$ cat src/rtl/irq_ctrl.sv
// -----------------------------------------------------------------------------
// irq_ctrl
//
// Prioritised interrupt controller that feeds the special-register block's
// irq_in. Each external source is synchronised, latched into a pending
// register, and filtered by a mask. When the core has interrupts enabled, the
// lowest-numbered eligible source wins. The controller then raises a one-cycle
// request and holds the winner's ID in CAUSE until software writes
// end-of-interrupt (EOI) to the CAUSE index.
//
// Parameters
//   N          number of interrupt sources (1..16)
//   EDGE_MASK  per-source trigger mode, 1 = rising edge, 0 = level
//   SR_BASE    special-register index of MASK; PEND = +1, CAUSE/EOI = +2
//
// Ports
//   clk       core clock, all state changes on its rising edge
//   rst       synchronous active-low reset
//   irq_src   asynchronous interrupt lines, active high
//   irq_en    interrupt enable from the special-register block
//   sr_ie     special-register write strobe
//   sr_sel    special-register index (read and write)
//   sr_in     special-register write data
//   irq_out   one-cycle interrupt request
//   irq_busy  high while an interrupt is being serviced
//   sr_rdata  read data for MASK/PEND/CAUSE, zero for any other index
// -----------------------------------------------------------------------------
module irq_ctrl #(
  parameter int          N         = 8,
  parameter logic [15:0] EDGE_MASK = 16'h00FF,
  parameter logic [15:0] SR_BASE   = 16'd4
) (
  input  logic          clk,
  input  logic          rst,
  input  logic [N-1:0]  irq_src,
  input  logic          irq_en,
  input  logic          sr_ie,
  input  logic [15:0]   sr_sel,
  input  logic [15:0]   sr_in,
  output logic          irq_out,
  output logic          irq_busy,
  output logic [15:0]   sr_rdata
);

  localparam logic [15:0] MASK_IDX  = SR_BASE;
  localparam logic [15:0] PEND_IDX  = SR_BASE + 16'd1;
  localparam logic [15:0] CAUSE_IDX = SR_BASE + 16'd2;

  localparam logic [N-1:0] EDGE_N = EDGE_MASK[N-1:0];

  typedef enum logic [1:0] {
    IDLE    = 2'd0,
    REQ     = 2'd1,
    SERVICE = 2'd2
  } state_t;

  state_t       state_q, state_d;
  logic [N-1:0] sync1_q, sync1_d;
  logic [N-1:0] sync2_q, sync2_d;
  logic [N-1:0] sync3_q, sync3_d;
  logic [N-1:0] pend_q, pend_d;
  logic [N-1:0] mask_q, mask_d;
  logic [15:0]  cause_q, cause_d;
  logic         irq_out_q, irq_out_d;
  logic         irq_busy_q, irq_busy_d;

  logic         mask_wr;
  logic         pend_wr;
  logic         eoi_wr;
  logic [N-1:0] pend_set;
  logic [N-1:0] pend_clr;
  logic [N-1:0] eligible;
  logic [N-1:0] win_oh;
  logic [3:0]   win_id;
  logic [15:0]  mask_ext;
  logic [15:0]  pend_ext;

  // Register-bus decode. The casts take the low N bits of the write data;
  // the upper bits of MASK and PEND do not exist for N < 16.
  always_comb begin
    mask_wr = sr_ie && (sr_sel == MASK_IDX);
    pend_wr = sr_ie && (sr_sel == PEND_IDX);
    eoi_wr  = sr_ie && (sr_sel == CAUSE_IDX);
  end

  // Three-stage chain per source: two stages tame metastability, the third
  // holds the previous synchronised value so a rising edge can be seen.
  // Edge sources set pend on a 0->1 of the synchronised line. Level sources
  // set it on every cycle the synchronised line is high.
  always_comb begin
    sync1_d  = irq_src;
    sync2_d  = sync1_q;
    sync3_d  = sync2_q;
    pend_set = (sync2_q & ~sync3_q & EDGE_N) | (sync2_q & ~EDGE_N);
  end

  // Fixed priority: scan from the top down so the lowest set index is the
  // last assignment and therefore wins. win_oh is kept as a one-hot vector so
  // the edge-mode clear needs no variable-width indexing.
  always_comb begin
    eligible = pend_q & mask_q;
    win_id   = 4'd0;
    win_oh   = '0;
    for (int i = N - 1; i >= 0; i--) begin
      if (eligible[i]) begin
        win_id    = 4'(i);
        win_oh    = '0;
        win_oh[i] = 1'b1;
      end
    end
  end

  // Next-state logic for the request FSM and the software-visible registers.
  // A MASK or PEND write in IDLE defers the request by a cycle so software
  // never races its own register update. Only edge winners have their pend
  // bit consumed on dispatch; a level source keeps requesting while its line
  // stays high. Pend clears are applied before sets, so a set always beats a
  // clear in the same cycle.
  always_comb begin
    state_d  = state_q;
    mask_d   = mask_q;
    cause_d  = cause_q;
    pend_clr = '0;

    if (mask_wr) begin
      mask_d = N'(sr_in);
    end
    if (pend_wr) begin
      pend_clr = N'(sr_in);
    end

    case (state_q)
      IDLE: begin
        if (irq_en && (|eligible) && !mask_wr && !pend_wr) begin
          state_d  = REQ;
          cause_d  = {1'b1, 11'b0, win_id};
          pend_clr = pend_clr | (win_oh & EDGE_N);
        end
      end
      REQ: begin
        state_d = SERVICE;
      end
      SERVICE: begin
        if (eoi_wr) begin
          state_d     = IDLE;
          cause_d[15] = 1'b0;
        end
      end
      default: begin
        state_d = IDLE;
      end
    endcase

    pend_d     = (pend_q & ~pend_clr) | pend_set;
    irq_out_d  = (state_d == REQ);
    irq_busy_d = (state_d == SERVICE);
  end

  // All state lives here. Reset is synchronous and active low, so pending
  // interrupts and any in-flight service are abandoned on the same edge.
  always_ff @(posedge clk) begin
    if (!rst) begin
      state_q    <= IDLE;
      sync1_q    <= '0;
      sync2_q    <= '0;
      sync3_q    <= '0;
      pend_q     <= '0;
      mask_q     <= '0;
      cause_q    <= '0;
      irq_out_q  <= 1'b0;
      irq_busy_q <= 1'b0;
    end else begin
      state_q    <= state_d;
      sync1_q    <= sync1_d;
      sync2_q    <= sync2_d;
      sync3_q    <= sync3_d;
      pend_q     <= pend_d;
      mask_q     <= mask_d;
      cause_q    <= cause_d;
      irq_out_q  <= irq_out_d;
      irq_busy_q <= irq_busy_d;
    end
  end

  // Read mux. It is combinational from sr_sel and returns zero for foreign
  // indices, so the top level can OR it with the other register blocks.
  always_comb begin
    mask_ext          = '0;
    mask_ext[N-1:0]   = mask_q;
    pend_ext          = '0;
    pend_ext[N-1:0]   = pend_q;
    sr_rdata          = '0;
    if (sr_sel == MASK_IDX) begin
      sr_rdata = mask_ext;
    end else if (sr_sel == PEND_IDX) begin
      sr_rdata = pend_ext;
    end else if (sr_sel == CAUSE_IDX) begin
      sr_rdata = cause_q;
    end
  end

  assign irq_out  = irq_out_q;
  assign irq_busy = irq_busy_q;

endmodule

$ cat config.mk
export PLATFORM = sky130hd
export DESIGN_NAME = irq_ctrl
export DESIGN_NICKNAME = d
export VERILOG_FILES = /design/src/rtl/irq_ctrl.sv
export SDC_FILE = /design/constraint.sdc
export NUM_CORES = 1
export LEC_CHECK = 0
export CAP_MARGIN = 20
export CORE_ASPECT_RATIO = 1.75
export CORE_MARGIN = 10
export CORE_UTILIZATION = 40
export DETAILED_ROUTE_END_ITERATION = 12
export PLACE_DENSITY = 0.66
export SLEW_MARGIN = 20
export SYNTH_ARGS = -nofsm -noshare
export SYNTH_HDL_FRONTEND = slang
export SYNTH_SLANG_ARGS = --single-unit
$ cat constraint.sdc
create_clock -name clk -period 5.1 [get_ports clk]
set_clock_uncertainty 0.05 [all_clocks]
set_input_delay 1.02 -clock clk [delete_from_list [all_inputs] [get_ports clk]]
set_output_delay 1.02 -clock clk [all_outputs]
set_load 0.005 [all_outputs]
== Word level (Yosys, flattened, before mapping) ==
Cells that the tools add are included.

* $add $sub $neg: 0
* Multipliers: 0
* Div/mod/pow operators: 0
* Magnitude comparators: 0
* Equal/unequal tests: 9
* Shift operators: 0
* Multiplexer cells: 28
* Bitwise operators: 7
* Reduce and logical (&&, ||, !) cells: 13

{| class="wikitable"
|+ Operators with widths
! kind !! number
|-
| two-way mux 8 bit || 11
|-
| two-way mux 16 bit || 4
|-
| == test 16 x 3 -> 1 bit, second input constant || 3
|-
| two-way mux 4 bit || 7
|-
| bitwise AND 8 bit || 3
|-
| inverter 8 bit || 2
|-
| bitwise OR 8 bit || 2
|-
| OR reduction 8 bit || 1
|-
| logical AND 1 bit || 6
|-
| case mux 2 bit (3 select lines) || 1
|-
| == test 2 x 1 -> 1 bit, second input constant || 2
|-
| == test 2 bit, second input constant || 2
|-
| two-way mux 2 bit || 2
|-
| inequality test 2 bit, second input constant || 2
|-
| two-way mux 3 bit || 1
|-
| AND reduction 3 bit || 1
|-
| logical NOT 1 bit || 2
|-
| logical NOT 2 bit || 1
|-
| case mux 1 bit (2 select lines) || 1
|-
| AND reduction 2 bit || 1
|-
| nonzero test 2 bit || 1
|-
| two-way mux 1 bit || 1
|}

* Flip-flop bits (word level): 49
* Latch bits: 0
* Bits in writable memories: 0
* ROM bits: 0
* Bits of input ports: 44
* Output and inout port bits: 18
* Word-level logic and storage cells: 67
* Memories kept: 0

== Longest topological paths before layout ==
* Depth in word-level cells: 15
* Gate-level depth with buffers: 6
* Mapped depth without buffers: 4

== Worst setup path before layout ==
No wires, ideal clock.

* Kind: in2out
* From: in sr_sel[9]
* To: out sr_rdata[3]
* Arrival: 2.024 ns
* Required time: 4.030 ns
* Slack: 2.006 ns
* Stages: 4
* Buffers on the path: 0
* Cells stage by stage: nor4_2 nand4_2 or2_1 nor2_1

* Word-level cells in the longest chain between the ends: 4
* Elaborated cells on any way between the ends: 6
* Classes of those cells: eq/ne (3); mux (3)

{| class="wikitable"
|+ RTL lines
! item !! RTL line !! source
|-
| from (decl) || 38 || <nowiki>input logic [15:0] sr_sel,</nowiki>
|-
| == test 16 x 3 -> 1 bit || 197 || <nowiki>end else if (sr_sel == CAUSE_IDX) begin</nowiki>
|-
| two-way mux 16 bit || 197 ||
|-
| two-way mux 16 bit || 195 || <nowiki>end else if (sr_sel == PEND_IDX) begin</nowiki>
|-
| two-way mux 16 bit * || 193 || <nowiki>if (sr_sel == MASK_IDX) begin</nowiki>
|-
| to (decl) || 42 || <nowiki>output logic [15:0] sr_rdata</nowiki>
|}

Mark *: on every way between the ends. The rest lies on a longest branch, timed or not.

== Final worst setup path ==
* From: in sr_sel[9]
* To: out sr_rdata[7]

* Word-level cells in the longest chain between the ends: 3
* Elaborated cells on any way between the ends: 4
* Classes of those cells: eq/ne (2); mux (2)

{| class="wikitable"
|+ RTL lines
! item !! RTL line
|-
| == test 16 x 3 -> 1 bit || 195
|-
| two-way mux 16 bit || 195
|-
| two-way mux 16 bit * || 193
|}

Marks and branches as above.

==> results.md <==
- Dominant cells by area after synthesis: dfxtp_1 (45%), mux2i_1 (8.0%), nand2_1 (7.2%)
- Inst Count DP: 328
- Slew Limit Fails: 0
- GR Util met3: 3.741%
- Synth Area per Inst: 9.018 um^2
- DRT Pass-1 Iters: 4
- Setup TNS: 0 ns
- Diode count: 0
- Die ar.: 8753 um^2
- Via density: 5.266
- WHS Endpoint: pend_q[6]
- Synth top area share: 45.15%
- Initial DRC count: 63
- Post-synth ARST share: 0%
- Period utilization: 84.10%
- End of the worst register-to-register path: cause_q[0]
- Drt drc: 0
- CTS root buf: clkbuf_8
- WS Path Type: in -> out
- Via count: 1,764
- Worst R2R Setup Slack: 3.30 ns
- Post-Syn Area: 2128 um^2
- # H-tree levels: 2
- Met1 Usage GRT: 11.96%
- GPL Wtd Cong: 0.7591
- CP required: 4.03 ns
- Die Ht: 116.5 um
- RSZ-0062 raised after global routing: false
- Fmax: 233.2 MHz
- Net count, final: 324
- Status: completed
- Max FO, Critical Path: 8
- Number of distinct library cells after synthesis: 42
- Slew @ Worst Pin: 0.6880 ns
- Ys flop type: dfxtp_1
- Post-route ant nets: 0
- Worst IR Drop VDD: 0.2647 mV
- Num CTS Buffers: 5
- IO Pins: 62
- Finished Layout Cells: 335
- Grt ovf: 0
- First-pass GRT wire length: 7976 um
- Max cap viols: 0
- Gr usage total: 11.77%
- Slew headroom: 53.99%
- CTS Buffer Depth: 2
- CTS tree: done
- CTS Sinks: 48
- GR peak layer: met2
- Dominant cell type by area after synthesis: dfxtp_1
- Final setup violating endpoints: 0
- Starting Density: 40.84%
- CTS Hold Bufs: 0
- Clock-pin slew on the worst setup and hold paths: 0.08 ns
- Wirelength per Cell: 14.69 um
- Synth cell count leaders: dfxtp_1 (48), nand2_1 (41), and2_1 (18), mux2i_1 (17), nor2_1 (15)
- Clock Latency Late Sink: 0.29 ns
- Hold Vio Cnt, Final: 0
- Final hold slack: 0.3583 ns
- Largest net degree at the start of global routing: 39
- Setup repair bufs after CTS: 0
- Yosys warns: 0
- Initial antenna violation count: 0
- Row cnt: 35
- Area Growth Syn to Fin: 28.51%
- Core area: 5211 um^2
- Hold path cells: 1
- Vias in the first global route: 1,697
- Cells after Synth: 236
- Beginning of the worst hold path: sync3_q[6]
- Chip width: 75.14 um
- Worst Setup End Kind: output pin
- Hold/Removal Path Class: reg -> reg
- GR met2 Demand/Resource: 21.21%
- Detailed Place HPWL: 3827 um
- EDFF count, synth: 0
- Port Buffers: 46
- FF-to-FF path depth: 4
- Share of cells above drive strength 1: 7.857%
- Register bit total from synthesis: 48
- Most numerous cell in the Yosys netlist: dfxtp_1
- Register area share after synthesis: 45.15%
- DRT Wirelength: 4920 um
- Post-cts resize count: 0
- Leakage: 1.071 nW
- Min Tclk post-route: 4.289 ns
- Crit path DAT: 3.22 ns
- Reg2Reg Launch Point: pend_q[2]
- Startpoint Class: input port
- PD cells: 279.2 nW/um^2
cells by family (layout without fill, tap and decap cells):
| family | after synthesis | after routing | share of synthesized area (%) |
|---|---|---|---|
| compound gates | 37 | 37 | 12.99 |
| buf+inv | 26 | 64 | 6.114 |
| flops | 48 | 48 | 45.15 |
| mux | 17 | 17 | 7.995 |
| other cells | 1 | 7 | 0.1762 |
| simple gates | 107 | 107 | 27.57 |
cell type report:
| type | count | area (um^2) |
|---|---|---|
| multi-input combinational | 168 | 1060 |
| clock inverter | 2 | 60.06 |
| sequential | 48 | 960.9 |
| timing repair buffer | 50 | 490.5 |
| tap | 55 | 68.82 |
| fill | 495 | 2476 |
| inverter | 7 | 26.28 |
| clock buffer | 5 | 68.82 |
layer usage:
layer	share of wire (%)	wire length, um
met1	38	1872
met2	52	2580
met3	7.5	371
met4	2.0	96
met5	0	0
state kept, by name, summed over array words and instances, names as in the netlist:
signal and count:
cause_q 4, sync1_q 8, sync3_q 8, pend_q 8, state_q 2, irq_out 1, sync2_q 8, irq_busy 1
mask_q 8
critical path: stages:
cell and delay, ns:
clkdlybuf4s50_1 0.41, nor4_2 0.41, nand4_2 0.30, or2_1 0.38
nor2_1 0.17, clkdlybuf4s50_1 0.53
report_power, final:
group	internal (mW)	switching (mW)
logic	0.0363	0.0247
registers	0.386	0.00637
clock network	0.193	0.118
total	0.615	0.149
layout by cell type, fill, tap and decap left out, types with 3 or more instances in the layout:
cell type         n
inv_1             7
nand4_1           4
nor4_2            3
mux2i_1          17
o211ai_1          8
conb_1            7
clkdlybuf4s50_1  46
and2_1           18
clkbuf_8          5
nor2b_1           6
nand2_1          41
o22ai_1           6
nor2_1           15
a21oi_1           4
dfxtp_1          48
a22o_1            5
nand3_1           3
buf_4             4
stage by stage:
stage                     cell area (um^2)  util, %  total power [mW]  setup slack (ns)
after CTS                             2735    52.49            0.7750            0.7488
after global placement                2606    50.01            0.4611            0.7413
final                                 2735    52.49            0.7636            0.8110
after floorplan                       2151        -            0.4298             2.006
after detailed placement              2606    50.01            0.4621            0.7575
after global routing                  2735    52.49            0.7970            0.6763
worst max path at each step:
stage               startpoint     endpoint
floorplan            sr_sel[9]  sr_rdata[3]
global placement     sr_sel[9]  sr_rdata[7]
detailed placement   sr_sel[9]  sr_rdata[7]
CTS                  sr_sel[9]  sr_rdata[7]
global route         sr_sel[8]  sr_rdata[7]
finish               sr_sel[9]  sr_rdata[7]
No activity file was read; power rests on OpenSTA's default activity.
==> patch 1 (config.mk and constraints unchanged) <==
The 3 states of `state_t` get a one-hot encoding in 3 bits.
--- a/src/rtl/irq_ctrl.sv
+++ b/src/rtl/irq_ctrl.sv
@@ -48,10 +48,10 @@
 
   localparam logic [N-1:0] EDGE_N = EDGE_MASK[N-1:0];
 
-  typedef enum logic [1:0] {
-    IDLE    = 2'd0,
-    REQ     = 2'd1,
-    SERVICE = 2'd2
+  typedef enum logic [2:0] {
+    IDLE    = 3'b001,
+    REQ     = 3'b010,
+    SERVICE = 3'b100
   } state_t;
 
   state_t       state_q, state_d;
Check against the original RTL: same outputs for any inputs over 10 cycles, from zero or initial values and one cycle with rst low; not proved beyond that.
==> patch 1 against the original RTL <==
Die area increased by 3.5%; cell area increased by 2.3%; synthesized area is 4.5% higher; routed wire length is 8.1% higher; highest routed layer unchanged; setup slack better by 0.0055 ns; global-route usage grew 0.29 points; critical path type unchanged; via count rose by 7.9%; non-clock buffer count is the same; synthesized cell count increased by 3.8%; sequential cell count is 1 higher; total power shrank 7.7%.
==> patch 1: results (changes against the original RTL) <==
stage	metric	value	unit	change
status	status	complete, no violations		unchanged
clock_tree	cts_setup_buffers	0		unchanged
clock_tree	cts_buffer_depth	2		unchanged
min_path	hp-class	reg2reg		unchanged
route	post_drt_wl_per_cell	14.69	µm	about the same
logic_synthesis	yosysSeqAreaShare	44.09	%	was 45.15%
min_path	min_to	pend_q[5]		was pend_q[6]
worst_setup_path	regToRegEndpoint	cause_q[0]		unchanged
min_path	min_from	sync3_q[5]		was sync3_q[6]
logic_synthesis	ys_top_cells_by_count	49 x dfxtp_1, 19 x nand2_1, 18 x and2_1		was 48 x dfxtp_1, 41 x nand2_1, 18 x and2_1
placed_design	io_buffers	46		unchanged
logic_synthesis	synthArstFlopShare	0	%	unchanged
pwr	leakagePower	1.089	nW	was 1.071 nW
grt	grt_pass1_vias	1897		was 1697
min_path	whs_path_depth	1		unchanged
pwr	p_int	541.5	µW	was 614.7 µW
placed_design	gp_congestion	0.8226		was 0.7591
clock_tree	clkLatencyLatePin	0.30	ns	
route	wl_met2	2889	µm	was 2580 µm
finish	antenna_cells	0		unchanged
worst_setup_path	r2r_slack	3.45	ns	was 3.30 ns
grt	grt_use_met2	21.60	%	was 21.21%
worst_setup_path	slowest_delay	0.52	ns	
finish	fill_cells	531		was 495
grt	grt_max_degree	20		was 39
timing	slew_headroom	45.56	%	was 53.99%
route	first_iter_violations	151		was 63
grt	grt_pass1_wl	9080	µm	was 7976 µm
placed_design	hpwl	4056	µm	was 3827 µm
route	firstDrtPassIters	4		unchanged
clock_tree	cts_resized	0		unchanged
worst_setup_path	cp_max_fo	7		was 8
route	drt-met1-wl	2013	µm	was 1872 µm
clock_tree	cts_root_buffer	clkbuf_8		unchanged
finish	fin_nets	331		was 324
grt	groute.usage.overall	12.06	%	was 11.77%
logic_synthesis	synthDistinctLibCells	41		was 42
worst_setup_path	reg2reg_from	mask_q[0]		was pend_q[2]
worst_setup_path	arrival	3.21	ns	was 3.22 ns
route	viasPerCell	5.257		was 5.266
route	top_layer_used	met4		unchanged
route	wl_met3	310	µm	was 371 µm
placed_design	dpl_cell_area	0.002701	mm²	was 0.002606 mm²
worst_setup_path	timing.critical_path.from	sr_sel[3]		was sr_sel[9]
pwr	ir_drop	0.1696	mV	was 0.2647 mV
finish	layout-drive-gt1-share	8.681	%	was 7.857%
finish	syn_to_final_growth	25.76	%	was 28.51%
clock_tree	numCtsBuffers	5		unchanged
grt	antenna_found_initial	0		unchanged
grt	gr-usage-met3	3.263	%	was 3.741%
logic_synthesis	synthTopCellsByArea	dfxtp_1 44%, and2_1 5.1%, mux2i_1 4.0%		was dfxtp_1 45%, mux2i_1 8.0%, nand2_1 7.2%
grt	grtUsageMet1	12.96	%	was 11.96%
patch 1: changes by cell type in the layout (fill, tap and decap cells not counted), moves of 5 or more:
cell	unedited run	this run
nand2_1	41	19
mux2i_1	17	9
a21oi_1	4	15
o21ai_0	2	12
nand3_1	3	16
a31o_2	0	5
o211ai_1	8	1
patch 1: power by group through the flow:
stage | Combinational (mW) | Clock [mW] | Sequential, mW
floorplan | 0.0340 | 0 | 0.407
global placement | 0.0659 | 0 | 0.409
detailed placement | 0.0669 | 0 | 0.409
CTS | 0.0672 | 0.246 | 0.400
global route | 0.0729 | 0.265 | 0.402
finish | 0.0668 | 0.238 | 0.400
patch 1: final cells by class:
cell class | count | share of cell area (%)
multi-input combinational | 173 | 39.58
sequential | 49 | 35.06
timing repair buffer | 50 | 17.53
tap | 74 | 3.309
clock buffer | 6 | 2.952
inverter | 8 | 1.073
clock inverter | 2 | 0.4920
patch 1: how the worst max path moves through the flow:
stage	end	slack [ns]	cells past startpoint
5_1_grt	sr_rdata[3]	0.63	6
2_1_floorplan	sr_rdata[3]	2.01	4
4_1_cts	sr_rdata[3]	0.77	6
6_report	sr_rdata[3]	0.82	6
3_3_place_gp	sr_rdata[4]	0.80	6
3_5_place_dp	sr_rdata[3]	0.78	6
patch 1: through the flow:
step	setup WS, ns	cells	hold slack (ns)
final	0.8164	362	0.3617
after global routing	0.6336	362	0.3986
after CTS	0.7705	362	0.3727
after detailed placement	0.7760	354	0.3577
after global placement	0.7979	354	0.3400
after floorplan	2.012	251	0.3381
patch 1: logic make-up (layout without fill, tap and decap cells):
kind of cell / after synthesis / count (layout) / synth area share (%)
simple gates: 100 / 100 / 27.17
compound gates: 57 / 57 / 17.38
flops: 49 / 49 / 44.09
buf+inv: 29 / 66 / 7.143
mux: 9 / 9 / 4.050
other cells: 1 / 7 / 0.1686
==> patch 2 (config.mk and constraints unchanged) <==
Made on the original files. Set the parameter `N` to 4 (it was 8).
--- a/src/rtl/irq_ctrl.sv
+++ b/src/rtl/irq_ctrl.sv
@@ -26,7 +26,7 @@
 //   sr_rdata  read data for MASK/PEND/CAUSE, zero for any other index
 // -----------------------------------------------------------------------------
 module irq_ctrl #(
-  parameter int          N         = 8,
+  parameter int          N         = 4,
   parameter logic [15:0] EDGE_MASK = 16'h00FF,
   parameter logic [15:0] SR_BASE   = 16'd4
 ) (
Interface: changed (resized irq_src); port bits go from 62 to 58. The function was not compared with the original's and may differ.
==> patch 2 against the original RTL <==
Total power is 50% lower; setup slack better by 0.27 ns; sequential share of layout area down 3.2 points; utilization grew 0.79 points; worst hold slack improved by 0.029 ns; global-route usage down 1.2 points; combinational power decreased by 25%; synthesized area decreased by 37%; routed wire length shrank 35%; clock power shrank 62%; cell area is 38% lower; sequential cell count fell by 21; critical endpoint is now sr_rdata[3]; largest cell class unchanged; largest power group unchanged.
==> patch 2: results (changes against the original RTL) <==
stage	metric	value	unit	change
grt	grt_pass1_wl	5444	µm	was 7976 µm
worst_setup_path	arrival	2.95	ns	was 3.22 ns
grt	grt_max_degree	20		was 39
grt	groute.usage.overall	10.61	%	was 11.77%
status	status	complete, no violations		unchanged
route	drt-met1-wl	1336	µm	was 1872 µm
finish	layoutNonFillerInstCount	217		was 335
pwr	ir_drop	0.1764	mV	was 0.2647 mV
route	first_iter_violations	49		was 63
clock_tree	clkLatencyLatePin	0.27	ns	was 0.29 ns
pwr	leakagePower	0.6101	nW	was 1.071 nW
timing	worst_pin_slew	0.5762	ns	was 0.6880 ns
logic_synthesis	avgSynthCellArea	9.388	µm²	was 9.018 µm²
placed_design	hpwl	2591	µm	was 3827 µm
timing	hold-worst-slack	0.3868	ns	was 0.3583 ns
finish	final_util	53.27	%	was 52.49%
timing	setup-tns-final	0	ns	unchanged
timing	period_needed	4.018	ns	was 4.289 ns
route	wl_met2	1697	µm	was 2580 µm
logic_synthesis	synthTopCellsByArea	dfxtp_1 40%, buf_4 6.2%, and2_1 5.6%		was dfxtp_1 45%, mux2i_1 8.0%, nand2_1 7.2%
finish	fill_cells	325		was 495
placed_design	io_buffers	34		was 46
route	wl_met3	137	µm	was 371 µm
worst_setup_path	reg2reg_from	state_q[1]		was pend_q[2]
route	num_vias	1091		was 1764
route	routed_wl	3212	µm	was 4920 µm
placed_design	pre_cts_ws	1.063	ns	was 0.7575 ns
worst_setup_path	r2r_slack	3.55	ns	was 3.30 ns
placed_design	gp_congestion	0.7831		was 0.7591
worst_setup_path	regToRegEndpoint	pend_q[3]		was cause_q[0]
placed_design	dpl_cell_area	0.001645	mm²	was 0.002606 mm²
clock_tree	numCtsBuffers	3		was 5
worst_setup_path	crit_end	sr_rdata[3]		was sr_rdata[7]
logic_synthesis	ys_top_cells_by_count	27 x dfxtp_1, 12 x and2_1, 11 x a21oi_1, 11 x buf_4, 9 x o21ai_0		was 48 x dfxtp_1, 41 x nand2_1, 18 x and2_1
logic_synthesis	yosysSeqAreaShare	40.26	%	was 45.15%
worst_setup_path	timing.critical_path.from	sr_sel[3]		was sr_sel[9]
## patch 2: cell families (layout without fill, tap and decap cells)
| family | count (synthesis) | after routing | synth area share, % |
|---|---|---|---|
| AO/OA/AOI/OAI | 31 | 31 | 14.91 |
| buffers and inverters | 18 | 39 | 9.878 |
| flip-flops | 27 | 27 | 40.26 |
| multiplexers | 4 | 4 | 2.982 |
| other | 1 | 11 | 0.2793 |
| AND/OR/NAND/NOR | 62 | 62 | 31.69 |
## patch 2: area by class of cell
type | instances | share of cell area, %
Inverter | 1 | 0.2219
Multi-Input combinational cell | 108 | 41.79
Sequential cell | 27 | 31.95
Clock inverter | 1 | 0.2959
Clock buffer | 3 | 2.441
Tap cell | 43 | 3.180
Timing Repair Buffer | 34 | 20.12
## patch 2: worst min-delay path by stage
stage                     depth (start not counted)        from          to
final                                             1  sync1_q[0]  sync2_q[0]
after CTS                                         1  sync1_q[0]  sync2_q[0]
after global routing                              1  sync1_q[3]  sync2_q[3]
after detailed placement                          1  sync1_q[0]  sync2_q[0]
after floorplan                                   1  sync1_q[0]  sync2_q[0]
after global placement                            1  sync1_q[0]  sync2_q[0]
## patch 2: worst max-delay path: stages
cell and delay, ns:
clkdlybuf4s50_1 0.44, nor4b_4 0.34, nand4_1 0.33, nor3_1 0.27, clkdlybuf4s50_1 0.54
## patch 2: where the power goes
part | switching, mW | internal (mW)
Combinational | 0.0194 | 0.0265
Sequential | 0.00294 | 0.216
Clock | 0.0646 | 0.0548
Total | 0.0869 | 0.297
## patch 2: per-layer routing
layer / global-route usage (%) / up-vias
met5: 0 / -
met4: 3.866 / 0
met3: 2.419 / 5
met2: 18.82 / 42
met1: 11.65 / 497
li1: - / 547
